<file path="src/rtl/abro_input_conditioner.sv">
// abro_input_conditioner: synchronizes and debounces the raw A, B and
// reset-request buttons, then emits one-cycle rising-edge pulses for the
// downstream ABRO FSM. A reset-request edge masks any A/B edge that lands
// on the same clock edge.
module abro_input_conditioner #(
  parameter int unsigned DEBOUNCE_CYCLES = 4,
  parameter int unsigned CNT_W           = 8
) (
  input  logic clk,
  input  logic reset,
  input  logic a_raw,
  input  logic b_raw,
  input  logic r_raw,
  output logic A,
  output logic B,
  output logic r_pulse,
  output logic a_level,
  output logic b_level
);

  localparam int unsigned NCH  = 3;
  localparam int unsigned CH_A = 0;
  localparam int unsigned CH_B = 1;
  localparam int unsigned CH_R = 2;

  // Last count value before a new level is accepted.
  localparam logic [CNT_W-1:0] CNT_LAST = CNT_W'(DEBOUNCE_CYCLES - 1);

  logic [NCH-1:0] raw;
  logic [NCH-1:0] rise_c;

  assign raw = {r_raw, b_raw, a_raw};

  for (genvar g = 0; g < NCH; g++) begin : g_ch
    logic             s1;
    logic             s2;
    logic             st;
    logic [CNT_W-1:0] cnt;
    logic             accept_c;

    // Two-flop synchronizer followed by the hold-time debounce counter.
    always_ff @(posedge clk or posedge reset) begin
      if (reset) begin
        s1  <= 1'b0;
        s2  <= 1'b0;
        st  <= 1'b0;
        cnt <= '0;
      end else begin
        s1 <= raw[g];
        s2 <= s1;
        if (s2 == st) begin
          cnt <= '0;
        end else if (cnt == CNT_LAST) begin
          st  <= s2;
          cnt <= '0;
        end else begin
          cnt <= cnt + CNT_W'(1);
        end
      end
    end

    // A new level is accepted this edge; only 0->1 acceptances make an edge.
    assign accept_c  = (s2 != st) && (cnt == CNT_LAST);
    assign rise_c[g] = accept_c & s2;
  end

  // Registered edge pulses; a reset-request edge suppresses A/B on that edge.
  always_ff @(posedge clk or posedge reset) begin
    if (reset) begin
      A       <= 1'b0;
      B       <= 1'b0;
      r_pulse <= 1'b0;
    end else begin
      r_pulse <= rise_c[CH_R];
      A       <= rise_c[CH_A] & ~rise_c[CH_R];
      B       <= rise_c[CH_B] & ~rise_c[CH_R];
    end
  end

  assign a_level = g_ch[CH_A].st;
  assign b_level = g_ch[CH_B].st;

endmodule
</file>
<file path="config.mk">
export PLATFORM = sky130hd
export DESIGN_NAME = abro_input_conditioner
export DESIGN_NICKNAME = d
export VERILOG_FILES = /design/src/rtl/abro_input_conditioner.sv
export SDC_FILE = /design/constraint.sdc
export NUM_CORES = 1
export LEC_CHECK = 0
export BUFFER_PORTS_ARGS = -buffer_cell sky130_fd_sc_hd__buf_4
export CAP_MARGIN = 40
export CELL_PAD_IN_SITES_DETAIL_PLACEMENT = 2
export CELL_PAD_IN_SITES_GLOBAL_PLACEMENT = 2
export CORE_ASPECT_RATIO = 0.5
export CORE_MARGIN = 2
export CORE_UTILIZATION = 35
export CTS_CLUSTER_DIAMETER = 150
export DETAILED_ROUTE_END_ITERATION = 10
export PLACE_DENSITY = 0.82
export RECOVER_POWER = 50
export SLEW_MARGIN = 30
export SYNTH_ARGS = -nofsm -noshare
export SYNTH_HDL_FRONTEND = slang
export SYNTH_SLANG_ARGS = --single-unit
export TNS_END_PERCENT = 30
</file>
<file path="constraint.sdc">
create_clock -name clk -period 1.4 [get_ports clk]
set_input_delay 0.14 -clock clk [delete_from_list [all_inputs] [get_ports clk]]
set_output_delay 0.14 -clock clk [all_outputs]
set_load 0.005 [all_outputs]
</file>
# == Word level (Yosys, flattened, before mapping) ==
# Index checks and enable logic that the tools add are counted.
# classes
n_addsub,3
eq_ne,9
muxes,6
bitwise_logic,9
n_reduce_logical,6
# ops
cell,count
two-way mux 8 bit,6
adder 8 x 1 -> 8 bit (second input constant),3
== test 8 x 2 -> 1 bit (second input constant),3
AND reduction 2 bit,3
bitwise AND 1 bit,5
NOT 1 bit,4
== test 1 bit,3
logical AND 1 bit,3
!= test 1 bit,3
# totals
reg_bits,36
inputBits,5
output_inout_bits,5
wordCells,48

# == Logic depth before layout (Yosys ltp) ==
# Gate-level depths: netlist of run 1.
# depth
ltp_word,5
mapped_depth,4
depth_no_buf,4

# == Worst setup path before layout of run 1 ==
# Ideal clock, no wire load.
# synth_path
path_type,flip-flop to flip-flop
from,register g_ch[2].cnt[0]
to,register g_ch[2].cnt[2]
setup_ps,130
arrival_time_ps,1404
required_time_ps,1270
path_slack_ps,-133
stages_incl_launch_ff,5
n_path_buf,0
period_less_slack_ps,1533
cell_sequence,dfrtp_1 > ha_1 > or4b_4 > o21ai_2 > nor2_1
# synth_via
elab_chain_len,3
elab_cells_between_ends,4
classes_between,add/sub (1); eq/ne (1); mux (2)
# synth_rtl
element,line_no,text
start: declaration,38,logic [CNT_W-1:0] cnt;
start signal: assignment,57,cnt <= cnt + CNT_W'(1);
adder 8 x 1 -> 8 bit or == test 8 x 2 -> 1 bit (tied branches),"57, 53",
two-way mux 8 bit (*),53,end else if (cnt == CNT_LAST) begin
two-way mux 8 bit (*),51,if (s2 == st) begin
# Every way passes the cells marked *; elsewhere a longest branch is shown, timed or not.
# A chain may end at the register's enable or synchronous reset.

# == Worst setup path in the final report of run 1 ==
# layout_path
from,register g_ch[1].cnt[6]
to,register B
# layout_via
elab_chain_len,4
# layout_rtl
element,line_no,text
start: declaration,38,
start signal: assignment,57,
== test 8 x 2 -> 1 bit,63,assign accept_c = (s2 != st) && (cnt == CNT_LAST);
logical AND 1 bit,63,
bitwise AND 1 bit,64,assign rise_c[g] = accept_c & s2;
bitwise AND 1 bit,76,B <= rise_c[CH_B] & ~rise_c[CH_R];
end signal: assignment,76,
end: declaration,15,"output logic B,"
# Every way passes these cells.

==> results.sh, run 1 <==
export IMPL_cts_max_level=2
export IMPL_die_width_um=96.8
export IMPL_synth_area_um2=1510
export IMPL_fp_dieH_um=50.4
export IMPL_async_flop_share_pct=100
export IMPL_stdcell_count=227
export IMPL_synth_adder_area_share_pct=2.49
export IMPL_clock_sinks=36
export IMPL_routedWlPerCell_um=22.1
export IMPL_skew_ns=0.00826
export IMPL_grt_pass1_wl_mm=7.33
export IMPL_place_congestion=0.778
export IMPL_final_area_um2=2010
export IMPL_synth_xor_area_share_pct=6.98
export IMPL_antenna_found_initial=0
export IMPL_nNetsFinal=180
export IMPL_cp_start_kind="flop"
export IMPL_finalWorstSetupSlack_ns=-0.209
export IMPL_finalCriticalPeriod_ns=1.61
export IMPL_reg2regPathDepth=3
export IMPL_hold_violations=0
export IMPL_maxSlewViolCount=0
export IMPL_met1_usage_pct=21.4
export IMPL_grt_pass1_vias=1410
export IMPL_reg2reg_to="B"
export IMPL_num_vias=1219
export IMPL_tightest_slew_ns=0.797
export IMPL_io_pins=10
export IMPL_tns_ns=-1.71
export IMPL_grt_busiest_layer="met2"
export IMPL_cts_tree="done"
export IMPL_dp_final_hpwl_mm=2.91
export IMPL_synthMuxAreaShare_pct=1.50
export IMPL_arrival_ns=1.76
export IMPL_crit_start="g_ch[1].cnt[6]"
export IMPL_use_met2_pct=39.7
export IMPL_dieArea_um2=4880
export IMPL_pre_cts_ws_ns=-0.160
export IMPL_synth_cell_types=22
export IMPL_routed_via_density=5.37
export IMPL_power_mw=3.08
export IMPL_placedInstanceArea_um2=1780
export IMPL_synth_top_family_by_area="simple AND/OR/NAND/NOR gates"
export IMPL_yosys_most_used_dff="dfrtp_1"
export IMPL_max_slew_margin_rel_pct=46.9
export IMPL_insertion_delay_ns=0.30
export IMPL_syn_to_final_growth_pct=33.2
export IMPL_start_util_pct=37.4
export IMPL_ir_drop_uv=850
export IMPL_ys_warnings_count=0
export IMPL_first_pass_iters=4
export IMPL_grt_max_degree=37
export IMPL_drc=0
export IMPL_critPathCapture="B"
export IMPL_setup_viol=14
export IMPL_synth_compound_area_share_pct=8.72
export IMPL_worst_hold_slack_ns=0.364
export IMPL_antenna_cells=0
export IMPL_yosysSeqAreaShare_pct=59.8
export IMPL_clockBufferDepth=2
export IMPL_grtUsageTotal_pct=20.3
export IMPL_syn_inst=132
export IMPL_dp_cells=212
export IMPL_rrSetupSlack_ns=-0.21
export IMPL_clock_fmax_ghz=0.621
export IMPL_postSynthAreaPerCell_um2=11.4
export IMPL_period_share_pct=115
export IMPL_clk_pin_slew_worst_paths_ns=0.08
export IMPL_rsz0062_at_grt="yes"
export IMPL_maxCapViolCount=0
export IMPL_synth_seq_cells=36
export IMPL_status="finished with violations"
export IMPL_cp_max_fo=4
export IMPL_yosys_top_cells_area="dfrtp_1, xor2_1, or3_1"
export IMPL_hp_class="flop to flop"
export IMPL_routed_wl_mm=5.03
export IMPL_required_ns=1.55
export IMPL_io_buffers=9
export IMPL_rows=16
export IMPL_leakagePower_nw=0.889
export IMPL_path_class="flop to flop"
export IMPL_syn_nets=140
export IMPL_ant_nets=0
export IMPL_layout_drive_gt1_share_pct=32.4
export IMPL_synth_edf_count=0
export IMPL_post_route_util_pct=49.9
export IMPL_violations="negative setup slack"
export IMPL_core_um2=4020
export IMPL_gr_total_overflow=0
export IMPL_grt_met3_usage_pct=5.85
export IMPL_cts_buffers=5
export IMPL_yosysTopAreaCell="dfrtp_1"
export IMPL_root_buffer="clkbuf_8"
export IMPL_drt_initial_drc_count=54
export IMPL_synth_top_cell_area_share_pct=59.8
export IMPL_powerDensity_nw_per_um2=1530
export IMPL_synth_simple_area_share_pct=19.8
export IMPL_critPathCaptureType="flop"
export IMPL_reg2reg_from="g_ch[1].cnt[6]"
==> state kept, by name (all words and copies together), names as in the netlist <==
name / cells
b_level: 1
A: 1
g_ch.s1: 3
a_level: 1
g_ch.cnt: 24
g_ch.st: 1
B: 1
g_ch.s2: 3
r_pulse: 1
==> how the worst min path moves through the flow <==
stage                  to        from  cells past startpoint  slack (ns)
4_1_cts        g_ch[2].s2  g_ch[2].s1                      0        0.37
3_3_place_gp   g_ch[0].s1       a_raw                      1        0.25
2_1_floorplan  g_ch[0].s1       a_raw                      0        0.17
5_1_grt        g_ch[2].s2  g_ch[2].s1                      0        0.38
6_report       g_ch[2].s2  g_ch[2].s1                      0        0.36
3_5_place_dp   g_ch[2].s1       r_raw                      1        0.25
==> critical path, cell delays in order (launching register included) <==
cell     delay, ns
dfrtp_1       0.44
nor4_4        0.40
nand2_1       0.19
nor4b_1       0.43
==> synthesized netlist by cell type, drive strengths merged (2+ instances only) <==
cell / number
dfrtp: 36
nor2: 13
o21ai: 11
or3: 10
a21oi: 9
nand3: 9
xor2: 9
nand2: 8
ha: 3
inv: 3
nand4: 3
nor4: 3
xnor2: 3
a21bo: 2
and3: 2
mux2: 2
nor3b: 2
nor4b: 2
==> layout make-up <==
type / instances / area [um2]
Clock buffer: 6 / 82.6
Tap cell: 54 / 67.6
Sequential cell: 36 / 902
Timing Repair Buffer: 33 / 255
Multi-Input combinational cell: 93 / 678
Clock inverter: 2 / 10.0
Fill cell: 394 / 2020
Inverter: 3 / 11.3
==> power breakdown <==
part	total (mW)	internal (mW)	switching (mW)
logic	0.899	0.420	0.478
registers	1.37	1.19	0.176
clock network	0.807	0.394	0.413
==> cell families after synthesis <==
logic type / after synthesis
muxes: 2
DFF: 36
AOI/OAI and AO/OA: 23
buffers and inverters: 3
xor gates and xnor gates: 12
and+or+nand+nor: 53
adders and majority gates: 3
==> per-layer routing <==
| layer | share of wire (%) | vias up |
|---|---|---|
| li1 | - | 552 |
| met1 | 41 | 624 |
| met2 | 52 | 31 |
| met3 | 4.0 | 12 |
| met4 | 2.8 | 0 |
| met5 | 0 | - |
==> layout by cell type, fill, tap and decap left out, drive strengths merged, types with 3 or more instances in the layout <==
cell type and count:
clkbuf 11, a21oi 9, dfrtp 36, xnor2 3
nor2 13, nand2 8, dlygate4sd3 4, or3 10
nor4 3, xor2 9, buf 24, ha 3
inv 3, nand3 9, o21ai 11, nand4 3
==> what timing repair did <==
action,CTS,global route
gates resized for setup,6,11
endpoints found under the setup margin,20,20
buffers inserted,2,1
endpoints found under the hold margin,39,0
pin swaps,2,5
hold buffers,4,0
Power figures use the tool's default switching activity.
==> inputs of run 2 (changes only) <==
Settings changed: BUFFER_PORTS_ARGS -buffer_cell sky130_fd_sc_hd__buf_4 to -buffer_cell sky130_fd_sc_hd__buf_2.
==> results.sh, run 2 (synthesis gave the netlist of run 1 again) <==
export IMPL_n_fill_cell=395
export IMPL_die_width_um=96.8
export IMPL_hold_violations=0
export IMPL_num_vias=1264
export IMPL_rsz0062_at_grt="yes"
export IMPL_routed_wl_mm=5.55
export IMPL_status="finished with violations"
export IMPL_rrSetupSlack_ns=-0.22
export IMPL_drt_initial_drc_count=43
export IMPL_gr_total_overflow=0
export IMPL_skew_ns=0.00961
export IMPL_dieArea_um2=4880
export IMPL_antenna_cells=0
export IMPL_met1_length_mm=2.47
export IMPL_first_pass_iters=4
export IMPL_clock_sinks=36
export IMPL_grt_pass1_vias=1487
export IMPL_core_um2=4020
export IMPL_fp_dieH_um=50.4
export IMPL_cp_max_fo=8
export IMPL_layout_drive_gt1_share_pct=32.6
export IMPL_cts_tree="done"
export IMPL_top_regs="g_ch.cnt (24), g_ch.s1 (3), g_ch.s2 (3)"
export IMPL_root_buffer="clkbuf_8"
export IMPL_max_slew_margin_rel_pct=71.8
export IMPL_cp_start_kind="flop"
export IMPL_tns_ns=-2.26
export IMPL_rows=16
export IMPL_hp_class="flop to flop"
export IMPL_io_pins=10
export IMPL_reg2reg_to="g_ch[2].cnt[7]"
export IMPL_ant_nets=0
export IMPL_grtUsageTotal_pct=23.7
export IMPL_worstHoldPathCells=0
export IMPL_routedWlPerCell_um=24.2
export IMPL_cts_buffers=5
export IMPL_cts_max_level=2
export IMPL_maxCapViolCount=0
export IMPL_mostFrequentLayoutCell="dfrtp_1"
export IMPL_critPathCaptureType="flop"
export IMPL_hold_path_startpoint="g_ch[2].s1"
export IMPL_antenna_found_initial=0
export IMPL_routed_via_density=5.52
export IMPL_path_class="flop to flop"
export IMPL_tightest_slew_ns=0.423
export IMPL_setup_viol=14
export IMPL_maxSlewViolCount=0
export IMPL_place_congestion=0.765
export IMPL_grt_pass1_wl_mm=8.60
export IMPL_clk_pin_slew_worst_paths_ns=0.08
export IMPL_violations="negative setup slack"
export IMPL_highest_layer="met4"
export IMPL_route_met3_wl_um=127
export IMPL_arrival_ns=1.79
export IMPL_final_cell_mix="dfrtp_1, buf_4, nor2_1"
export IMPL_whs_endpoint="g_ch[2].s2"
export IMPL_regMostFlops="g_ch.cnt"
export IMPL_wl_met2_mm=2.87
export IMPL_io_buffers=9
export IMPL_period_share_pct=116
export IMPL_finalCriticalPeriod_ns=1.62
export IMPL_pre_cts_ws_ns=-0.140
export IMPL_finalWorstSetupSlack_ns=-0.221
export IMPL_insertion_delay_ns=0.29
export IMPL_syn_to_final_growth_pct=34.8
export IMPL_reg2regPathDepth=5
export IMPL_reg2reg_from="g_ch[2].cnt[0]"
export IMPL_nNetsFinal=182
export IMPL_start_util_pct=37.4
export IMPL_leakagePower_nw=0.899
export IMPL_clockBufferDepth=2
export IMPL_grt_max_degree=15
export IMPL_powerDensity_nw_per_um2=1630
export IMPL_dp_final_hpwl_mm=3.13
export IMPL_largest_reg_flops=24
export IMPL_ir_drop_uv=758
export IMPL_drc=0
export IMPL_clock_fmax_ghz=0.617
export IMPL_required_ns=1.56
-- run 2: cell types whose count changed in the layout (fill, tap and decap cells not counted), sizes merged --
cell	previous run	this run
buf	24	27
bufinv	0	1
clkbuf	11	10
clkinv	2	1
-- run 2: area by class of cell --
type | instances | area (um2) | area share (%)
clock buffer | 6 | 72.6 | 3.57
clock inverter | 2 | 35.0 | 1.73
inverter | 3 | 11.3 | 0.555
multi-input combinational | 93 | 687 | 33.8
sequential | 36 | 901 | 44.4
tap | 54 | 67.6 | 3.33
timing repair buffer | 35 | 256 | 12.6
-- run 2: stage by stage --
step	util [%]	hold WS (ns)	cell area, um2	total power [mW]	cells
detailed placement	44.2	0.147	1780	2.11	215
CTS	48.9	0.358	1970	3.10	227
global route	50.5	0.371	2030	3.50	229
floorplan	-	0.171	1520	1.77	132
finish	50.5	0.354	2030	3.32	229
global placement	44.2	0.145	1780	2.02	215
-- run 2: worst max-delay path: stages, from the launching register on --
cell and delay, ns:
dfrtp_1 0.39, ha_2 0.19, or4b_4 0.53, o21ai_4 0.19, buf_12 0.14, a21oi_1 0.05
-- run 2: how the worst max path moves through the flow --
| stage | from | endpoint | cells past startpoint |
|---|---|---|---|
| finish | g_ch[2].cnt[0] | g_ch[2].cnt[7] | 5 |
| global route | g_ch[2].cnt[1] | B | 4 |
| CTS | g_ch[2].cnt[0] | g_ch[2].cnt[5] | 4 |
| detailed placement | g_ch[1].cnt[6] | b_level | 3 |
| global placement | g_ch[2].cnt[1] | g_ch[2].cnt[7] | 4 |
| floorplan | g_ch[2].cnt[0] | g_ch[2].cnt[5] | 4 |
-- run 2: power breakdown --
part / total (mW) / switching, mW / internal [mW]
registers: 1.35 / 0.162 / 1.19
logic: 1.02 / 0.554 / 0.468
clock network: 0.942 / 0.413 / 0.530
total: 3.32 / 1.13 / 2.19
-- run 2: per-layer routing --
metal	GRT usage [%]	vias to the layer above
li1	-	553
met1	28.9	673
met2	43.4	30
met3	5.71	8
met4	5.16	0
met5	0	-
-- run 2: timing repair --
item                                    in CTS  in global routing
pin swaps                                    0                  3
resized for setup                           10                  9
hold buffers                                 4                  0
endpoints found under the setup margin      24                 19
buffers inserted                             0                  2
cloned                                       0                  0
endpoints found under the hold margin       12                  0
==> inputs of run 3 (changes only) <==
Settings changed: SETUP_SLACK_MARGIN set to 0.02.
==> results.sh, run 3 (synthesis gave the netlist of run 1 again) <==
export IMPL_die_width_um=96.8
export IMPL_place_congestion=0.765
export IMPL_syn_to_final_growth_pct=36.2
export IMPL_status="finished with violations"
export IMPL_tightest_slew_ns=0.424
export IMPL_rsz0062_at_grt="yes"
export IMPL_rows=16
export IMPL_grt_max_degree=15
export IMPL_fp_dieH_um=50.4
export IMPL_final_cell_mix="dfrtp_1, buf_4"
export IMPL_crit_slowest_cell="or4b_4"
export IMPL_powerDensity_nw_per_um2=1650
export IMPL_drt_initial_drc_count=40
export IMPL_core_um2=4020
export IMPL_stdcell_count=230
export IMPL_insertion_delay_ns=0.30
export IMPL_routedWlPerCell_um=25.5
export IMPL_io_buffers=9
export IMPL_first_pass_iters=4
export IMPL_cts_max_level=2
export IMPL_maxSlewViolCount=0
export IMPL_cp_max_fo=7
export IMPL_reg2reg_to="g_ch[2].cnt[5]"
export IMPL_violations="negative setup slack"
export IMPL_critPathCaptureType="flop"
export IMPL_grtUsageTotal_pct=23.2
export IMPL_cp_start_kind="flop"
export IMPL_reg2reg_from="g_ch[2].cnt[0]"
export IMPL_dp_final_hpwl_mm=3.13
export IMPL_layout_drive_gt1_share_pct=35.2
export IMPL_cts_tree="done"
export IMPL_antenna_found_initial=0
export IMPL_finalCriticalPeriod_ns=1.66
export IMPL_mostFrequentLayoutCell="dfrtp_1"
export IMPL_ir_drop_uv=667
export IMPL_nNetsFinal=183
export IMPL_setup_viol=13
export IMPL_io_pins=10
export IMPL_period_share_pct=118
export IMPL_drc=0
export IMPL_antenna_cells=0
export IMPL_routed_wl_mm=5.86
export IMPL_power_mw=3.39
export IMPL_hp_class="flop to flop"
export IMPL_grt_pass1_wl_mm=8.43
export IMPL_maxCapViolCount=0
export IMPL_dp_cells=215
export IMPL_clock_fmax_ghz=0.603
export IMPL_grt_pass1_vias=1509
export IMPL_max_slew_margin_rel_pct=71.7
export IMPL_cts_buffers=5
export IMPL_top_regs="g_ch.cnt (24), g_ch.s1 (3), g_ch.s2 (3)"
export IMPL_post_route_util_pct=51.0
export IMPL_cp_slowest_stage_delay_ns=0.54
export IMPL_gr_total_overflow=0
export IMPL_required_ns=1.57
export IMPL_finalWorstSetupSlack_ns=-0.259
export IMPL_clk_pin_slew_worst_paths_ns=0.09
export IMPL_path_cells="ha_2, or4b_4, o21ai_4, buf_12, a21oi_2"
export IMPL_crit_start="g_ch[2].cnt[0]"
export IMPL_clockBufferDepth=2
export IMPL_num_vias=1267
export IMPL_rrSetupSlack_ns=-0.26
export IMPL_routed_via_density=5.51
export IMPL_hold_violations=0
export IMPL_leakagePower_nw=0.902
export IMPL_pre_cts_ws_ns=-0.140
export IMPL_critPathCapture="g_ch[2].cnt[5]"
export IMPL_dieArea_um2=4880
export IMPL_arrival_ns=1.83
export IMPL_skew_ns=0.0132
export IMPL_root_buffer="clkbuf_8"
export IMPL_start_util_pct=37.4
export IMPL_regMostFlops="g_ch.cnt"
export IMPL_ant_nets=0
export IMPL_largest_reg_flops=24
export IMPL_reg2regPathDepth=5
export IMPL_clock_sinks=36
export IMPL_path_class="flop to flop"
run 3: cell types whose count changed in the layout (fill, tap and decap cells not counted):
cell      before  now
a21oi_1        6    4
a21oi_2        3    5
buf_2          6    5
buf_4         20   21
clkbuf_1       4    5
nor2_1        12    9
nor2_2         1    4
run 3: final cells by class:
class                   instances  area (um2)
clock buffers                   6        72.6
clock inverters                 2        35.0
fillers                       399        1970
inverters                       3        11.3
multi-input cells              93         702
flip-flops and latches         36         901
well taps                      54        67.6
repair buffers                 36         263
run 3: metrics by stage:
| step | TNS (ns) | area, um2 | hold slack, ns |
|---|---|---|---|
| final | -2.58 | 2050 | 0.360 |
| after CTS | -1.43 | 1980 | 0.358 |
| after global placement | -0.479 | 1780 | 0.145 |
| after floorplan | -0.413 | 1520 | 0.171 |
| after detailed placement | -1.54 | 1780 | 0.147 |
| after global routing | -3.60 | 2050 | 0.358 |
run 3: worst min path at each step:
stage / slack, ns / from / cells after the start / endpoint
floorplan: 0.17 / a_raw / 0 / g_ch[0].s1
global placement: 0.14 / reset / 2 / g_ch[1].s1
detailed placement: 0.15 / reset / 2 / g_ch[2].cnt[5]
CTS: 0.36 / g_ch[0].s1 / 0 / g_ch[0].s2
global route: 0.36 / g_ch[1].s1 / 0 / g_ch[1].s2
finish: 0.36 / g_ch[1].s1 / 0 / g_ch[1].s2
run 3: metal layers:
layer  vias up  GRT usage, %  wire, um
met4         0          6.10       131
met5         -             0         0
li1        552             -         -
met2        30          45.4      3040
met1       673          25.8      2480
met3        12          5.43       206
run 3: worst max-delay path, delay by kind of cell, from the launching register on:
kind / cells / cell delay, ns
flip-flops: 1 / 0.37
AO/OA/AOI/OAI: 2 / 0.26
AND/OR/NAND/NOR: 1 / 0.54
buffers and inverters: 1 / 0.15
adder cells (fa/ha/maj): 1 / 0.20
run 3: timing repair:
| item | 4_1_cts | 5_1_grt |
|---|---|---|
| gates resized for setup | 12 | 12 |
| buffers inserted | 0 | 3 |
| endpoints found under the setup margin | 27 | 22 |
| hold buffers | 4 | 0 |
| pin swaps | 1 | 8 |
| hold endpoints to repair | 12 | 0 |
run 3: where the power goes:
| part | internal, mW | leakage [nW] | total (mW) | switching [mW] |
|---|---|---|---|---|
| Sequential | 1.19 | 0.477 | 1.36 | 0.169 |
| Combinational | 0.487 | 0.370 | 1.08 | 0.588 |
| Clock | 0.530 | 0.0552 | 0.952 | 0.422 |
| Total | 2.21 | 0.902 | 3.39 | 1.18 |
